<file path="config.mk">
export PLATFORM = sky130hd
export DESIGN_NAME = cache_arbiter
export DESIGN_NICKNAME = d
export VERILOG_FILES = /design/src/rtl/cache_types_pkg.sv /design/src/rtl/rr_pick2.sv /design/src/rtl/cache_arbiter.sv
export SDC_FILE = /design/constraint.sdc
export NUM_CORES = 1
export LEC_CHECK = 0
export CAP_MARGIN = 30
export CORE_AREA = 2 2 534 536
export DETAILED_ROUTE_END_ITERATION = 7
export DIE_AREA = 0 0 536 538
export PLACE_DENSITY = 0.3
export SYNTH_ARGS = -nofsm -noshare
export SYNTH_HDL_FRONTEND = slang
export SYNTH_SLANG_ARGS = --single-unit
</file>
<file path="constraint.sdc">
create_clock -name clk -period 1.7 [get_ports clk]
set_input_delay 0.425 -clock clk [delete_from_list [all_inputs] [get_ports clk]]
set_output_delay 0.425 -clock clk [all_outputs]
set_load 0.005 [all_outputs]
</file>
<file path="src/rtl/cache_types_pkg.sv">
// rtl/cache_types_pkg.sv - shared types and constants for the cacheline memory-port arbiter
package cache_types_pkg;

  localparam int LINE_BITS = 256;
  localparam int ADDR_BITS = 32;

  typedef logic [LINE_BITS-1:0] line_t;
  typedef logic [ADDR_BITS-1:0] addr_t;

  typedef enum logic [1:0] {
    IDLE   = 2'd0,
    SERV_I = 2'd1,
    SERV_D = 2'd2,
    GAP    = 2'd3
  } arb_state_e;

  localparam logic [1:0] GRANT_NONE = 2'b00;
  localparam logic [1:0] GRANT_I    = 2'b01;
  localparam logic [1:0] GRANT_D    = 2'b10;

endpackage

</file>
<file path="src/rtl/rr_pick2.sv">
// rtl/rr_pick2.sv - two-way round-robin chooser between icache and dcache
module rr_pick2 (
  input  logic req_i,
  input  logic req_d,
  input  logic last_d,
  output logic pick_d
);

  // On contention the requester not served last wins; a lone request always wins.
  assign pick_d = req_d & (~req_i | ~last_d);

endmodule

</file>
<file path="src/rtl/cache_arbiter.sv">
// rtl/cache_arbiter.sv - shares the single cacheline memory port between icache and dcache
module cache_arbiter
  import cache_types_pkg::*;
#(
  parameter int   LINE_W  = LINE_BITS,
  parameter int   ADDR_W  = ADDR_BITS,
  parameter logic D_FIRST = 1'b1
) (
  input  logic              clk,
  input  logic              rst,
  input  logic              i_read,
  input  logic [ADDR_W-1:0] i_address,
  output logic [LINE_W-1:0] i_rdata,
  output logic              i_resp,
  input  logic              d_read,
  input  logic              d_write,
  input  logic [ADDR_W-1:0] d_address,
  input  logic [LINE_W-1:0] d_wdata,
  output logic [LINE_W-1:0] d_rdata,
  output logic              d_resp,
  output logic              mem_read,
  output logic              mem_write,
  output logic [ADDR_W-1:0] mem_address,
  output logic [LINE_W-1:0] mem_wdata,
  input  logic [LINE_W-1:0] mem_rdata,
  input  logic              mem_resp,
  output logic [1:0]        grant
);

  arb_state_e state;
  logic       last_d;
  logic       d_is_write;
  logic       req_d;
  logic       pick_d;

  assign req_d = d_read | d_write;

  rr_pick2 u_pick (
    .req_i  (i_read),
    .req_d  (req_d),
    .last_d (last_d),
    .pick_d (pick_d)
  );

  always_ff @(posedge clk or negedge rst) begin
    if (!rst) begin
      state      <= IDLE;
      last_d     <= ~D_FIRST;
      d_is_write <= 1'b0;
    end else begin
      case (state)
        IDLE: begin
          if (i_read | req_d) begin
            if (pick_d) begin
              state      <= SERV_D;
              d_is_write <= d_write;
            end else begin
              state <= SERV_I;
            end
          end
        end
        // Memory cannot abort, so the grant holds until mem_resp even if the requester drops.
        SERV_I: begin
          if (mem_resp) begin
            state  <= GAP;
            last_d <= 1'b0;
          end
        end
        SERV_D: begin
          if (mem_resp) begin
            state  <= GAP;
            last_d <= 1'b1;
          end
        end
        GAP:     state <= IDLE;
        default: state <= IDLE;
      endcase
    end
  end

  always_comb begin
    i_rdata     = '0;
    i_resp      = 1'b0;
    d_rdata     = '0;
    d_resp      = 1'b0;
    mem_read    = 1'b0;
    mem_write   = 1'b0;
    mem_address = '0;
    mem_wdata   = '0;
    grant       = GRANT_NONE;
    case (state)
      SERV_I: begin
        mem_read    = 1'b1;
        mem_address = i_address;
        i_rdata     = mem_rdata;
        i_resp      = mem_resp;
        grant       = GRANT_I;
      end
      SERV_D: begin
        mem_read    = ~d_is_write;
        mem_write   = d_is_write;
        mem_address = d_address;
        mem_wdata   = d_wdata;
        d_rdata     = mem_rdata;
        d_resp      = mem_resp;
        grant       = GRANT_D;
      end
      default: ;
    endcase
  end

endmodule

</file>
==> results.md <==
- Final core utilization: 10.9%
- Layout cells sized above 1: between 30% and 40%
- Placed Cells: 6159
- Critical Path RT: 1270 ps
- Crit Path Max Fanout: 8
- Area delta synth->final: 412%
- Starting Density: 2.13%
- Vias in the first global route: 14100
- Leakage: 12.5 nW
- Initial antenna violation count: 238
- Final ANT Viol Nets: 0
- Max Clk Rate: 393 MHz
- CP delay by family, top: buffers and inverters
- # port buffers: 1387
- Die Wd: 536 um
- Multi-input gate area: approximately 6000 um2
- Maximum VDD drop: 0.000757 V
- DP HPWL: 201000 um
- DRT Pass-1 Iters: 5
- Worst Path Buf+Inv: 8
- Worst-margin pin slew: 717 ps
- Pin count of the biggest net entering global routing: 44
- Final Hold Vio Count: 0
- Nets: roughly 3100
- Register area: around 100 um2
- Clk_lat worst skew: around 230 ps
- Internal: 23.6 mW
- CP startpoint kind: flip-flop
- DR WL/cell: 35.1 um
- Setup violators final: 807
- Final cell count without fillers: 6327
- GRT Total Usage: between 10% and 20%
- Critical path's largest stage delay: 380 ps
- Final slew viol count: 0
- Violated checks: negative setup slack
- Syn_area_per_cell: 6.30 um2
- Final WS setup: -846 ps
- Reg-to-reg setup timing slack: -40 ps
- CP max-delay cell: dfrtp_1
- Seq cells post-synth: 4
- Share of the synthesized area in the top cell type: 79.8%
- Final Wtd Congestion: 0.953
- Netlist cell types: 21
- Synthesis Warnings: 0
- Fillers: 32700
- Sw power: 19.1 mW
- Rows: ~200
- Cell area power density: 1380 nW/um2
- Hold slack: 420 ps
- CP arrival: between 2000 and 2500 ps
- CTS tree: yes
- Total die area: 288000 um2
- Final Power: approximately 43 mW
- Final period util: 150%
- Clock Skew: around 2.1 ps
- Mapped Cells: between 900 and 1000
- Slew HR: 52.0%
- Crit. End Element: primary output
- Hold Path Class: input port to async pin
- Clk buf depth: 2
- Inserted Clock Buffers: 3
- CTS H-tree depth: 1
- Fin crit period: about 2500 ps
- Most frequent cell on the critical path: buf_4
- Total length of routed wires: 222000 um
- Reg power frac: 0.5%
- Sequential fraction of the synthesis area: 1.66%
- Area leader, netlist: and2_1
- Post-Synthesis Net Count: 1548
- Vias: roughly 15000
- First-pass GRT wire length: approximately 250000 um
- RSZ-0062 raised after global routing: yes
- Iter 0 DRT Violations: roughly 790
- Sw Share: 44.7%
- Sink Count: 4
- Status: finished, violations left
- Mapped cell area: about 6000 um2
- Root Buffer: clkbuf_16
- Grt ovf: 0
- Combinational share of power: 98.6%
- Cells along the critical path: buf_4 -> ha_4 -> buf_4 -> buf_12 -> buf_16 -> buf_4 -> buf_12 -> buf_4 -> and2_4 -> buf_12
- Area contributors post-synth: and2_1, clkbuf_2, a22oi_1
- Setup CP Type: flip-flop to primary output
- Clock share of power: 0.9%
- Core area: 283000 um2
- Hold-fix buffers, CTS: 0
- Ports: between 1000 and 1500
- DIE HEIGHT: 538 um
- Vias/cell: 2.34
- Residual DRC: 0
- CTS clk-pin slew, worst paths: about 30 ps
- Max capacitance violation total: 0
[sequential cells by signal, indices dropped and copies added (netlist names)]
register,cells
state,2
last_d,1
d_is_write,1
[power by group through the flow]
stage	clock (mW)	sequential (mW)	combinational (mW)
after floorplan	0	0.182	7.61
after global placement	0	0.193	36.5
after detailed placement	0	0.194	36.3
after CTS	0.379	0.204	40.1
after global routing	0.383	0.212	44.6
final	0.374	0.204	42.1
[cell type report]
cell class	instances	area share, %
antenna	54	0.437
multi-input combinational	855	19.1
timing repair buffer	1645	64.7
clock buffer	3	0.243
inverter	4	0.0566
tap	3762	15.2
sequential	4	0.328
[placed cells by master, fill, tap and decap left out, types with 16 or more instances in the layout]
| master | synthesis | routed |
|---|---|---|
| and2_4 | 0 | 88 |
| clkbuf_16 | 0 | 25 |
| clkdlybuf4s50_1 | 0 | 758 |
| clkdlybuf4s15_2 | 0 | 16 |
| a22oi_2 | 0 | 23 |
| dlygate4sd2_1 | 0 | 34 |
| buf_12 | 0 | 356 |
| diode_2 | 0 | 54 |
| buf_6 | 0 | 49 |
| and2_1 | 771 | 683 |
| nor2b_1 | 33 | 20 |
| clkbuf_2 | 51 | 59 |
| buf_2 | 19 | 34 |
| dlymetal6s2s_1 | 0 | 57 |
| buf_16 | 0 | 23 |
| buf_4 | 5 | 223 |
[synthesized netlist by cell type, drive strengths merged]
cell,instances
a21oi,2
a22oi,32
a2bb2oi,1
and2,771
buf,24
clkbuf,73
dfrtp,4
ha,6
inv,4
mux2,2
mux2i,2
nand2,2
nor2,1
nor2b,33
nor4b,1
o21a,1
o21ai,1
[final timing paths]
check                                           from              endpoint  cells after the start
max in group asynchronous                        rst  state[0]$_DFFE_PN0P_                      1
worst max register to register  state[0]$_DFFE_PN0P_  state[0]$_DFFE_PN0P_                      7
worst min register to register    last_d$_DFFE_PN0P_    last_d$_DFFE_PN0P_                      2
worst min-delay path                             rst  state[1]$_DFFE_PN0P_                      1
min in group clk                  last_d$_DFFE_PN0P_    last_d$_DFFE_PN0P_                      2
worst max-delay path            state[1]$_DFFE_PN0P_        mem_wdata[177]                     10
[per-stage QoR]
stage	TNS, ps	area (um2)	worst slack (ps)
2_1_floorplan	0	6050	5.16
3_3_place_gp	-450550	28700	-988
3_5_place_dp	-471580	28700	-1030
4_1_cts	-591310	29700	-900
5_1_grt	-575880	30900	-910
6_report	-521070	30900	-846
[routing by layer]
layer  part of all wire, %  track usage [%]
met1                    40             17.2
met2                    44             22.8
met3                    12             6.79
met4                   3.4             3.46
met5                  0.26                0
[what timing repair did]
action / 4_1_cts / 5_1_grt
pin swaps: 4 / 21
setup buffers: 25 / 52
endpoints found under the setup margin: 807 / 807
cloned: 12 / 24
resized for setup: 304 / 490
[worst reg2reg max path, delay by kind of cell, from the launching register on]
family	cells	cell delay [ps]
buffers and inverters	4	500
flip-flops	1	440
multiplexers	1	310
adder cells (fa/ha/maj)	1	210
AO/OA/AOI/OAI	1	160
[cells by family after synthesis]
kind of cell,after synthesis,share of synthesized area [%]
AO/OA/AOI/OAI,37,4.66
adder cells (fa/ha/maj),6,1.24
buffers and inverters,101,8.03
flip-flops,4,1.66
multiplexers,4,0.766
AND/OR/NAND/NOR,808,83.6
(Power assumes the default switching activity.)
==> RTL change 1 (same settings) <==
Change the package constant `ADDR_BITS` from 32 to 40.
--- a/src/rtl/cache_types_pkg.sv
+++ b/src/rtl/cache_types_pkg.sv
@@ -3,5 +3,5 @@
 
   localparam int LINE_BITS = 256;
-  localparam int ADDR_BITS = 32;
+  localparam int ADDR_BITS = 40;
 
   typedef logic [LINE_BITS-1:0] line_t;
Ports: changed (resized d_address, i_address and mem_address); port bits go from 1388 to 1412. No check against the original RTL was run, so the function may have changed too.
==> RTL change 1 against the unedited design <==
Die area stayed put; critical endpoint is now i_rdata[42]; worst setup slack got worse by 0.020 ns; synthesized area grew 1.8%; the flow still finishes with violations (setup timing); power decreased by 5.1%; wire length is 1.8% lower; design area up 5.5%; sequential cell count is the same.
==> RTL change 1: results (changes against the unedited design) <==
Biggest area contributors in the synthesized netlist: sky130_fd_sc_hd__and2_1, sky130_fd_sc_hd__a22oi_1, sky130_fd_sc_hd__buf_2 (was sky130_fd_sc_hd__and2_1, sky130_fd_sc_hd__clkbuf_2, sky130_fd_sc_hd__a22oi_1). The count of buffers from port buffering came out at 1,411 (was 1,387). The initial antenna violation count is 163 (was 238), and the maximum net fanout on the critical path is 9 (was 8). The logs give 978 (was 960) for the synthesized instance count and 815 (was 807) for the setup violation total in the final timing report.

The final net count was 3,291 (was 3,101); the filler cell count was 32,610 (was 32,720). The delay of the slowest critical-path stage is 0.50 ns (was 0.38 ns), and the synthesized-area fraction occupied by ao, oa, aoi and oai cells is 0.05549 (was 0.04657). The total number of multi-input combinational cells is 871 (was 855). The logs give 6,385 (was 6,159) for the number of instances in the placed design and 20 (was 21) for the post-synthesis cell type count. The tools report the flop-to-flop setup slack as -0.22 ns (was -0.04 ns). For the register area, the log shows 100.1 µm² (was 101.3 µm²). The core occupancy in the finished layout was 0.1153 (was 0.1092). Failing checks: setup timing (unchanged).

The post-route clock skew came out at 0.001214 ns (was 0.002108 ns). The largest net degree at the start of global routing came out at 74 (was 44). The endpoint of the most critical register-to-register path is state[1] (was state[0]). The relative area of clock buffers and inverters in the final design came out at 0.002299 (was 0.002426).

The share of synthesized area occupied by flip-flops and latches came out at 0.01626 (was 0.01656). The cell count of the worst reg-to-reg path was 8 (was 7); the aggregate global-route resource usage was 0.1403 (was 0.1431). The final antenna diode count was 34 (was 54); the non-clock buffering overhead in the final layout was 0.6707 (was 0.6465).

The tools report the slack of the critical path as -0.8657 ns (was -0.8459 ns). The detailed placer's ending HPWL is 201,500 µm (was 201,100 µm). The tools report the final total negative setup slack as -538.11 ns (was -521.07 ns). The fraction of standard cell area in multi-input logic was 0.1768 (was 0.1907); the routability-driven placement congestion ratio was 0.8843 (was 0.9530). The flow ran to the end, but the final reports show violations. The share of total power consumed by net switching is 0.4393 (was 0.4472), and the buffer count excluding the clock tree in the final layout is 1,803 (was 1,645).

The synthesized net count came out at 1,582 (was 1,548).
==> RTL change 1: changes by cell type after synthesis, sizes merged <==
| cell | before | now |
|---|---|---|
| nor2b | 33 | 41 |
| a22oi | 32 | 40 |
| buf | 24 | 58 |
| clkbuf | 73 | 41 |
==> RTL change 1: routing by layer <==
metal | part of all wire | wire length, µm | track usage
met3 | 0.13 | 27460 | 0.07124
met1 | 0.43 | 93640 | 0.1818
met2 | 0.43 | 94000 | 0.2152
met5 | 0.0020 | 433 | 0
met4 | 0.011 | 2429 | 0.007872
==> RTL change 1: cell families (layout without fill, tap and decap cells) <==
group,Yosys count,after routing
buffers and inverters,103,1810
muxes,4,4
AOI/OAI and AO/OA,45,45
adders and majority gates,6,6
and+or+nand+nor,816,816
other,0,34
DFF,4,4
==> RTL change 1: what timing repair did <==
item                                    in CTS  in global routing
pin swaps                                   13                  3
setup buffers                               16                 19
endpoints found under the setup margin     816                816
gates resized for setup                    217                141
gates cloned                                 9                 16
==> RTL change 2 (same flow settings) <==
Made on the original files. Reset style: synchronous (`rst`), changed in one clocked block.
--- a/src/rtl/cache_arbiter.sv
+++ b/src/rtl/cache_arbiter.sv
@@ -43,5 +43,5 @@
   );
 
-  always_ff @(posedge clk or negedge rst) begin
+  always_ff @(posedge clk) begin
     if (!rst) begin
       state      <= IDLE;
Formal check against the unedited RTL: not equivalent (Yosys sat finds a counterexample within 4 cycles, from zero or initial values and one cycle with rst low; the reset may be asserted at any time).
==> RTL change 2 against the unedited design <==
The flow still finishes with violations (setup timing); sequential share of layout area fell by 0.062 points; critical path depth down 7; sequential cell count did not move; highest routed layer unchanged; power decreased by 26%; final cell count is 0.85% lower; largest power group unchanged; via count is 4.3% lower; non-clock buffer count is 40 lower; core utilization about the same; worst setup slack improved by 0.067 ns; synthesized area rose by 0.91%; design area rose by 0.36%; wire length fell by 2.1%; critical path type is now input port to primary output.
==> RTL change 2: results (changes against the unedited design) <==
Failing checks: setup timing (unchanged). The aggregate global-route resource usage came out at 0.1417 (was 0.1431). The async set or reset register ratio after synthesis was 0 (was 1.000); the transition at the pin with the smallest max-transition slack was 0.6216 ns (was 0.7173 ns).

The pre-CTS worst setup slack is -1.070 ns (was -1.035 ns), and the fraction of layout cells with a size suffix above 1 is 0.3970 (was 0.3704). The number of instances in the placed design is 6,150 (was 6,159), and the routability-driven placement congestion ratio is 0.9525 (was 0.9530). Wire length of the first global-routing pass: 244,500 µm (was 246,100 µm). The tools report the endpoint of the most critical register-to-register path as state[0] (unchanged). The share of synthesized area occupied by flip-flops and latches was 0.01313 (was 0.01656); the delay of the slowest critical-path stage was 0.79 ns (was 0.38 ns). The detailed placer's ending HPWL was 200,200 µm (was 201,100 µm). The flow ran to the end, but the final reports show violations. The reg-to-reg startpoint was state[1] (was state[0]). The number of cells in the finished layout apart from fillers is 6,273 (was 6,327). For the data arrival time of the critical path, the log shows 2.05 ns (was 2.12 ns). The critical path's slowest cell is sky130_fd_sc_hd__clkdlybuf4s50_1 (was sky130_fd_sc_hd__dfrtp_1). Most used flip-flop cell after synthesis: sky130_fd_sc_hd__dfxtp_1 (was sky130_fd_sc_hd__dfrtp_1).

The post-synthesis area per instance was 6.321 µm² (was 6.296 µm²); the synthesized net count was 1,553 (was 1,548). The setup violation total in the final timing report is 805 (was 807). Post-synthesis cell type count: 23 (was 21). Final routed wire length divided by cell count: 34.61 µm (was 35.06 µm). The largest net degree at the start of global routing is 98 (was 44). The post-route clock skew was 0.002715 ns (was 0.002108 ns); the slack of the critical path was -0.7792 ns (was -0.8459 ns). The minimum hold slack came out at 0.5268 ns (was 0.4197 ns). The clock network power share came out at 0.012 (was 0.009).
==> RTL change 2: per-stage QoR <==
step	TNS, ns	instance area (µm²)	power, mW
2_1_floorplan	0	6100	5.486
3_3_place_gp	-357.79	29140	28.32
3_5_place_dp	-353.82	29140	28.21
4_1_cts	-483.24	30060	30.96
5_1_grt	-468.84	31020	33.52
6_report	-412.66	31050	31.60
==> RTL change 2: layout make-up <==
type                            instances  area, µm²
Fill cell                           32620     252200
Timing Repair Buffer                 1605      20100
Multi-Input combinational cell        859       5979
Tap cell                             3762       4707
Antenna cell                           35      87.58
Sequential cell                         4      82.58
Clock buffer                            3      75.07
Inverter                                5      18.77
==> RTL change 2: what timing repair did <==
action,in CTS,in global routing
gates cloned,11,17
gates resized for setup,429,352
pin swaps,14,54
setup buffers,33,32
setup endpoints to repair,806,806
==> RTL change 2: routing by layer <==
layer / up-vias / global-route usage / part of all wire
li1: 5984 / - / -
met1: 6715 / 0.1703 / 0.41
met2: 1193 / 0.2233 / 0.44
met3: 248 / 0.07133 / 0.12
met4: 46 / 0.03269 / 0.028
met5: - / 0 / 0.0015
==> RTL change 2: cells by family (layout without fill, tap and decap cells) <==
group,Yosys count,after routing,synth area share
flops,4,4,0.01313
simple gates,811,811,0.8316
mux,1,1,0.001846
compound gates,41,41,0.05005
fa+ha+maj,6,6,0.01231
other cells,0,35,0
buf+inv,102,1613,0.09108
==> RTL change 2: worst max path at each step <==
stage | startpoint | endpoint | slack, ns | depth (start not counted)
after floorplan | state[0] | d_rdata[0] | 0.02 | 6
after global placement | state[0] | mem_address[3] | -1.15 | 7
after detailed placement | state[0] | mem_address[5] | -1.07 | 7
after CTS | state[0] | mem_wdata[248] | -0.81 | 8
after global routing | state[1] | i_rdata[140] | -0.80 | 6
final | mem_rdata[140] | i_rdata[140] | -0.78 | 3
